<file path="config.mk">
export PLATFORM = sky130hd
export DESIGN_NAME = llc_access_arbiter
export DESIGN_NICKNAME = d
export VERILOG_FILES = /design/src/rtl/llc_access_arbiter_pkg.sv /design/src/rtl/llc_access_arbiter_rr_pick.sv /design/src/rtl/llc_access_arbiter.sv
export SDC_FILE = /design/constraint.sdc
export NUM_CORES = 1
export LEC_CHECK = 0
export ABC_AREA = 0
export CAP_MARGIN = 20
export CORE_MARGIN = 2
export CORE_UTILIZATION = 33
export DETAILED_ROUTE_END_ITERATION = 7
export GPL_TIMING_DRIVEN = 0
export HOLD_SLACK_MARGIN = 0.1
export PLACE_DENSITY = 0.86
export SLEW_MARGIN = 20
export SYNTH_ARGS = -nofsm -noshare
export SYNTH_HDL_FRONTEND = slang
export SYNTH_HIERARCHICAL = 1
export SYNTH_SLANG_ARGS = --single-unit
</file>
<file path="constraint.sdc">
create_clock -name clk -period 2 [get_ports clk]
set_input_delay 0.3 -clock clk [delete_from_list [all_inputs] [get_ports clk]]
set_output_delay 0.3 -clock clk [all_outputs]
set_load 0.01 [all_outputs]
</file>
<file path="src/rtl/llc_access_arbiter_pkg.sv">
// Shared types for the LLC access arbiter: cache op codes, arbiter FSM states,
// default address width and the op-legality helper.
package llc_pkg;

  localparam int LLC_ADDR_W = 32;

  typedef enum logic [1:0] {
    LLC_OP_READ  = 2'b00,
    LLC_OP_WRITE = 2'b01
  } llc_op_t;

  typedef enum logic [1:0] {
    IDLE,
    ISSUE,
    WAIT,
    RESP
  } arb_state_t;

  function automatic logic llc_op_legal(input logic [1:0] op);
    return (op == LLC_OP_READ) || (op == LLC_OP_WRITE);
  endfunction

endpackage

</file>
<file path="src/rtl/llc_access_arbiter_rr_pick.sv">
// Combinational rotating-priority picker: lowest requester at or above i_ptr
// wins, wrapping to the lowest requester overall when none sits above it.
module llc_rr_pick #(
  parameter int N  = 4,
  parameter int PW = $clog2(N)
) (
  input  logic [N-1:0]  i_req,
  input  logic [PW-1:0] i_ptr,
  output logic [N-1:0]  o_gnt,
  output logic          o_vld
);

  logic [N-1:0] w_mask;
  logic [N-1:0] w_hi;
  logic [N-1:0] w_sel;

  always_comb begin
    w_mask = '0;
    for (int j = 0; j < N; j++) w_mask[j] = (j >= int'(i_ptr));
  end

  assign w_hi  = i_req & w_mask;
  assign w_sel = (|w_hi) ? w_hi : i_req;
  // isolate the lowest set bit
  assign o_gnt = w_sel & (~w_sel + N'(1));
  assign o_vld = |i_req;

endmodule

</file>
<file path="src/rtl/llc_access_arbiter.sv">
// Round-robin arbiter/sequencer for the single LLC lookup port.
// Optional LLC_ARB_SNOOP_PRIO_EN: requester 0 (snoop) gets fixed absolute priority.
module llc_access_arbiter
  import llc_pkg::*;
#(
  parameter int NUM_REQ    = 4,
  parameter int ADDR_W     = LLC_ADDR_W,
  parameter int LOOKUP_LAT = 1,
  parameter int ID_W       = $clog2(NUM_REQ)
) (
  input  logic                      clk,
  input  logic                      reset,
  input  logic [NUM_REQ-1:0]        req_valid,
  input  logic [NUM_REQ*ADDR_W-1:0] req_addr,
  input  logic [NUM_REQ*2-1:0]      req_op,
  output logic [NUM_REQ-1:0]        req_ready,
  output logic                      cache_valid,
  output logic [ADDR_W-1:0]         cache_addr,
  output logic [1:0]                cache_op,
  input  logic                      cache_hit,
  input  logic                      cache_miss,
  output logic                      rsp_valid,
  output logic [ID_W-1:0]           rsp_id,
  output logic                      rsp_hit,
  output logic                      rsp_err,
  output logic                      busy
);

  localparam int CNT_W = (LOOKUP_LAT > 1) ? $clog2(LOOKUP_LAT) : 1;

  arb_state_t          r_state, w_next;
  logic [ID_W-1:0]     r_ptr, r_id;
  logic                r_hit, r_err;
  logic [CNT_W-1:0]    r_cnt;
  logic [ADDR_W-1:0]   r_cache_addr;
  logic [1:0]          r_cache_op;

  logic [NUM_REQ-1:0]  w_pick_req, w_pick_gnt, w_grant;
  logic                w_pick_vld, w_any, w_hs, w_legal, w_adv;
  logic [ID_W-1:0]     w_gid, w_ptr_nxt;
  logic [ADDR_W-1:0]   w_sel_addr;
  logic [1:0]          w_sel_op;

  llc_rr_pick #(.N(NUM_REQ), .PW(ID_W)) u_pick (
    .i_req (w_pick_req),
    .i_ptr (r_ptr),
    .o_gnt (w_pick_gnt),
    .o_vld (w_pick_vld)
  );

`ifdef LLC_ARB_SNOOP_PRIO_EN
  assign w_pick_req = {req_valid[NUM_REQ-1:1], 1'b0};
  assign w_grant    = req_valid[0] ? NUM_REQ'(1) : w_pick_gnt;
  assign w_any      = req_valid[0] | w_pick_vld;
  assign w_adv      = (w_gid != '0);
`else
  assign w_pick_req = req_valid;
  assign w_grant    = w_pick_gnt;
  assign w_any      = w_pick_vld;
  assign w_adv      = 1'b1;
`endif

  always_comb begin
    w_gid      = '0;
    w_sel_addr = '0;
    w_sel_op   = '0;
    for (int j = 0; j < NUM_REQ; j++) begin
      if (w_grant[j]) begin
        w_gid      = ID_W'(j);
        w_sel_addr = req_addr[j*ADDR_W +: ADDR_W];
        w_sel_op   = req_op[j*2 +: 2];
      end
    end
  end

  assign w_hs      = (r_state == IDLE) && w_any;
  assign w_legal   = llc_op_legal(w_sel_op);
  assign w_ptr_nxt = (w_gid == ID_W'(NUM_REQ-1)) ? '0 : w_gid + ID_W'(1);

  always_ff @(posedge clk) begin
    if (reset) r_state <= IDLE;
    else       r_state <= w_next;
  end

  always_comb begin
    w_next = r_state;
    case (r_state)
      IDLE:    if (w_hs) w_next = w_legal ? ISSUE : RESP;
      ISSUE:   w_next = WAIT;
      WAIT:    if (r_cnt == '0) w_next = RESP;
      RESP:    w_next = IDLE;
      default: w_next = IDLE;
    endcase
  end

  // Rotation advances at grant time so an illegal op still gives up its turn.
  always_ff @(posedge clk) begin
    if (reset) begin
      r_ptr        <= '0;
      r_id         <= '0;
      r_hit        <= 1'b0;
      r_err        <= 1'b0;
      r_cnt        <= '0;
      r_cache_addr <= '0;
      r_cache_op   <= '0;
    end else begin
      case (r_state)
        IDLE: if (w_hs) begin
          r_id  <= w_gid;
          r_hit <= 1'b0;
          r_err <= ~w_legal;
          if (w_legal) begin
            r_cache_addr <= w_sel_addr;
            r_cache_op   <= w_sel_op;
          end
          if (w_adv) r_ptr <= w_ptr_nxt;
        end
        ISSUE: r_cnt <= CNT_W'(LOOKUP_LAT - 1);
        WAIT: begin
          if (r_cnt == '0) begin
            r_hit <= cache_hit & ~cache_miss;
            r_err <= ~(cache_hit ^ cache_miss);
          end else begin
            r_cnt <= r_cnt - CNT_W'(1);
          end
        end
        default: ;
      endcase
    end
  end

  always_comb begin
    req_ready   = (r_state == IDLE) ? w_grant : '0;
    cache_valid = (r_state == ISSUE);
    rsp_valid   = (r_state == RESP);
    rsp_id      = (r_state == RESP) ? r_id  : '0;
    rsp_hit     = (r_state == RESP) ? r_hit : 1'b0;
    rsp_err     = (r_state == RESP) ? r_err : 1'b0;
    busy        = (r_state != IDLE);
  end

  assign cache_addr = r_cache_addr;
  assign cache_op   = r_cache_op;

endmodule

</file>
==> impl_metrics.py <==
metrics = {
    "detailed_routing": {
        "drtIter0Drc": 89,
        "viasPerCell": 5.56,
        "postRouteAntennaNets": 0,
        "wl_per_cell_um": 19.0,
        "drc": 0,
        "routed_wl_um": 12100,
        "dr.pass1.iters": 4,
        "num_vias": 3551,
    },
    "cts": {
        "cts.reportedPaths.clkPinSlew_ns": 0.08,
        "cts_tree": "built",
        "numCtsBuffers": 5,
        "cts-root-buf": "clkbuf_8",
        "cts_buffer_depth": 2,
        "cts-htree-levels": 2,
        "cts.sinks": 42,
        "clk_latency_ns": 0.29,
    },
    "sta": {
        "worst_pin_slew_ns": 0.772,
        "setup_viol": 32,
        "finalHoldViolCount": 0,
        "fin_crit_sh_pct": 104,
        "slew_headroom_pct": 48.5,
        "period_needed_ns": 2.07,
        "fin_skew_ns": 0.00480,
        "fin_setup_tns_ns": -0.999,
        "max_freq_ghz": 0.482,
        "worst_slack_ns": -0.0748,
        "slew_viol_final": 0,
        "rsz0062_at_grt": "yes",
    },
    "placement": {
        "pre_cts_slack_ns": -1.25,
        "portBuffers": 187,
        "dp_hpwl_um": 8970,
        "dp_cells": 618,
        "place.gp.congestion": 0.827,
    },
    "grt": {
        "grt_max_degree": 13,
        "gr-total-overflow": 0,
        "grt_pass1_wl_um": 18600,
        "grt_antenna_before_repair": 0,
        "grt_use_total_pct": 24.4,
        "grt_pass1_vias": 3740,
    },
    "pwr": {
        "p_leak_nw": 1.98,
        "vdd_drop_max_v": 0.000561,
        "p_per_area_nw_per_um2": 1250,
    },
    "logic_synthesis": {
        "synth_cell_types": 35,
        "synth_top_cell_by_area": "dfxtp_1",
        "synth_area_per_cell_sq_um": 8.90,
        "synthTopCellsByArea": "dfxtp_1 (29%), a211oi_2 (12%), a221o_1 (11%)",
        "ys_seq_area_share_pct": 29.3,
        "ys_seq_elements": 42,
        "synth_cells": 323,
        "synth-main-ff-cell": "dfxtp_1",
        "yosys.area.top_type_share_pct": 29.3,
        "synth_edf_count": 0,
        "async_flop_share_pct": 0,
        "yosysWarningCount": 6,
        "syn_area_sq_um": 2870,
        "synth_nets": 473,
    },
    "layout": {
        "finish.utilization_pct": 64.0,
        "synthToLayoutAreaGrowth_pct": 91.4,
        "final_cell_mix": "clkdlybuf4s50_1 (178), dfxtp_1 (38), nand2b_1 (35)",
        "nets": 681,
        "fillers": 731,
        "multiInputGateArea_sq_um": 2070,
        "final_cells": 639,
        "final_common_cell": "clkdlybuf4s50_1",
        "ff_latch_area_sq_um": 851,
        "layout-drive-gt1-share_pct": 26.4,
        "diodes": 0,
    },
    "setup_path": {
        "critPathMaxStageDelay_ns": 0.41,
        "path_class": "flip-flop to flip-flop",
        "reg2regPathDepth": 10,
        "cp.arrival_ns": 2.28,
        "endpoint_kind": "flip-flop",
        "r2r_slack_ns": -0.07,
        "crit_fanout": 7,
        "slowest_stage": "dfxtp_4",
        "required_ns": 2.21,
        "crit_path_cell_trace": "buf_6, a2bb2oi_2, o22ai_1, and2_4, nand3b_1, a211o_1, buf_6, and2_4, buf_12, a211oi_4",
        "setup.worst_path.start_class": "flip-flop",
        "r2r-start": "r_ptr[1]",
        "reg2reg_to": "cache_addr[8]",
    },
    "floorplanning": {
        "rows": 34,
        "die_x_um": 97.3,
        "fp.dieH_um": 97.3,
        "placeableCoreArea_sq_um": 8590,
        "die_area_sq_um": 9470,
        "ios": 189,
        "start_util_pct": 33.4,
    },
    "min_path": {
        "hp-start": "reset",
        "whs_endpoint": "cache_op[1]",
        "hp-class": "primary input to flip-flop",
        "min_path_cells": 2,
    },
    "outcome": {
        "violations": "negative setup slack",
        "status": "finished with violations",
    },
    "run": {
        "drv_cap": 0,
    },
}
[where the power goes]
group          switching, W  internal [W]  total (W)  leakage, nW
sequential         0.000263       0.00122    0.00149        0.348
clock              0.000301      0.000400   0.000701       0.0573
combinational       0.00228       0.00241    0.00470         1.58
[critical path, delay by kind of cell, from the launching register on]
family	cells	cell delay [ns]
buffers and inverters	3	0.41
AO/OA/AOI/OAI	4	0.69
flip-flops	1	0.41
AND/OR/NAND/NOR	3	0.46
[kinds of logic (layout without fill, tap and decap cells)]
kind of cell / Yosys count / after routing / share of synthesized area, %
compound gates: 152 / 152 / 44.4
buf+inv: 41 / 249 / 6.83
simple gates: 82 / 82 / 16.8
flops: 42 / 42 / 29.3
fa+ha+maj: 6 / 6 / 2.61
[synthesized netlist by cell type, types with 2 or more instances]
master / instances
a211oi_2: 28
a221o_1: 32
o221a_1: 2
and2_1: 10
a211oi_1: 8
nor3b_1: 2
buf_6: 5
clkbuf_1: 26
a22oi_1: 32
o21ai_0: 2
buf_2: 4
nand2_1: 5
nor3_1: 5
nand2b_1: 35
nor2_1: 16
dfxtp_1: 42
nor2b_1: 4
ha_1: 6
inv_1: 5
a21o_1: 2
a21oi_1: 38
[area by class of cell]
cell class | instances | share of cell area, %
Timing Repair Buffer | 202 | 36.3
Sequential cell | 42 | 15.5
Buffer | 35 | 5.69
Clock buffer | 6 | 1.50
Tap cell | 108 | 2.46
Multi-Input combinational cell | 240 | 37.7
Clock inverter | 1 | 0.546
Inverter | 5 | 0.387
[per-stage QoR]
step	hold WS (ns)	area, sq um	total power [W]
2_1_floorplan	0.446	2880	0.00374
3_3_place_gp	0.464	4880	0.00523
3_5_place_dp	0.460	4880	0.00538
4_1_cts	0.383	5340	0.00657
5_1_grt	0.427	5500	0.00726
6_report	0.374	5500	0.00688
[worst max path at each step]
stage | startpoint | end | slack (ns)
after detailed placement | req_valid[3] | req_ready[2] | -1.25
final | r_ptr[1] | cache_addr[8] | -0.07
after floorplan | r_ptr[1] | cache_addr[18] | 0.01
after CTS | r_ptr[1] | cache_addr[4] | -0.07
after global routing | r_ptr[1] | cache_addr[8] | -0.16
after global placement | req_valid[3] | req_ready[2] | -1.14
[per-layer routing]
metal | part of all wire (%) | vias to the layer above | GRT usage (%)
met5 | 0 | - | 0
met4 | 2.1 | 0 | 8.76
met3 | 6.9 | 20 | 6.55
met2 | 55 | 145 | 46.8
met1 | 36 | 1725 | 25.2
li1 | - | 1661 | -
[flip-flops by register name, summed over array words and instances, names as in the netlist]
name        cells
r_state         2
r_hit           1
cache_addr     32
r_ptr           2
cache_op        2
r_id            2
r_err           1
[repair_timing]
item,in CTS,in global routing
buffers inserted,13,1
pin swaps,9,13
hold buffers,0,0
resized for setup,88,52
cloned,1,0
endpoints found under the setup margin,46,45
Note: power is estimated with default switching activity, not from simulation.
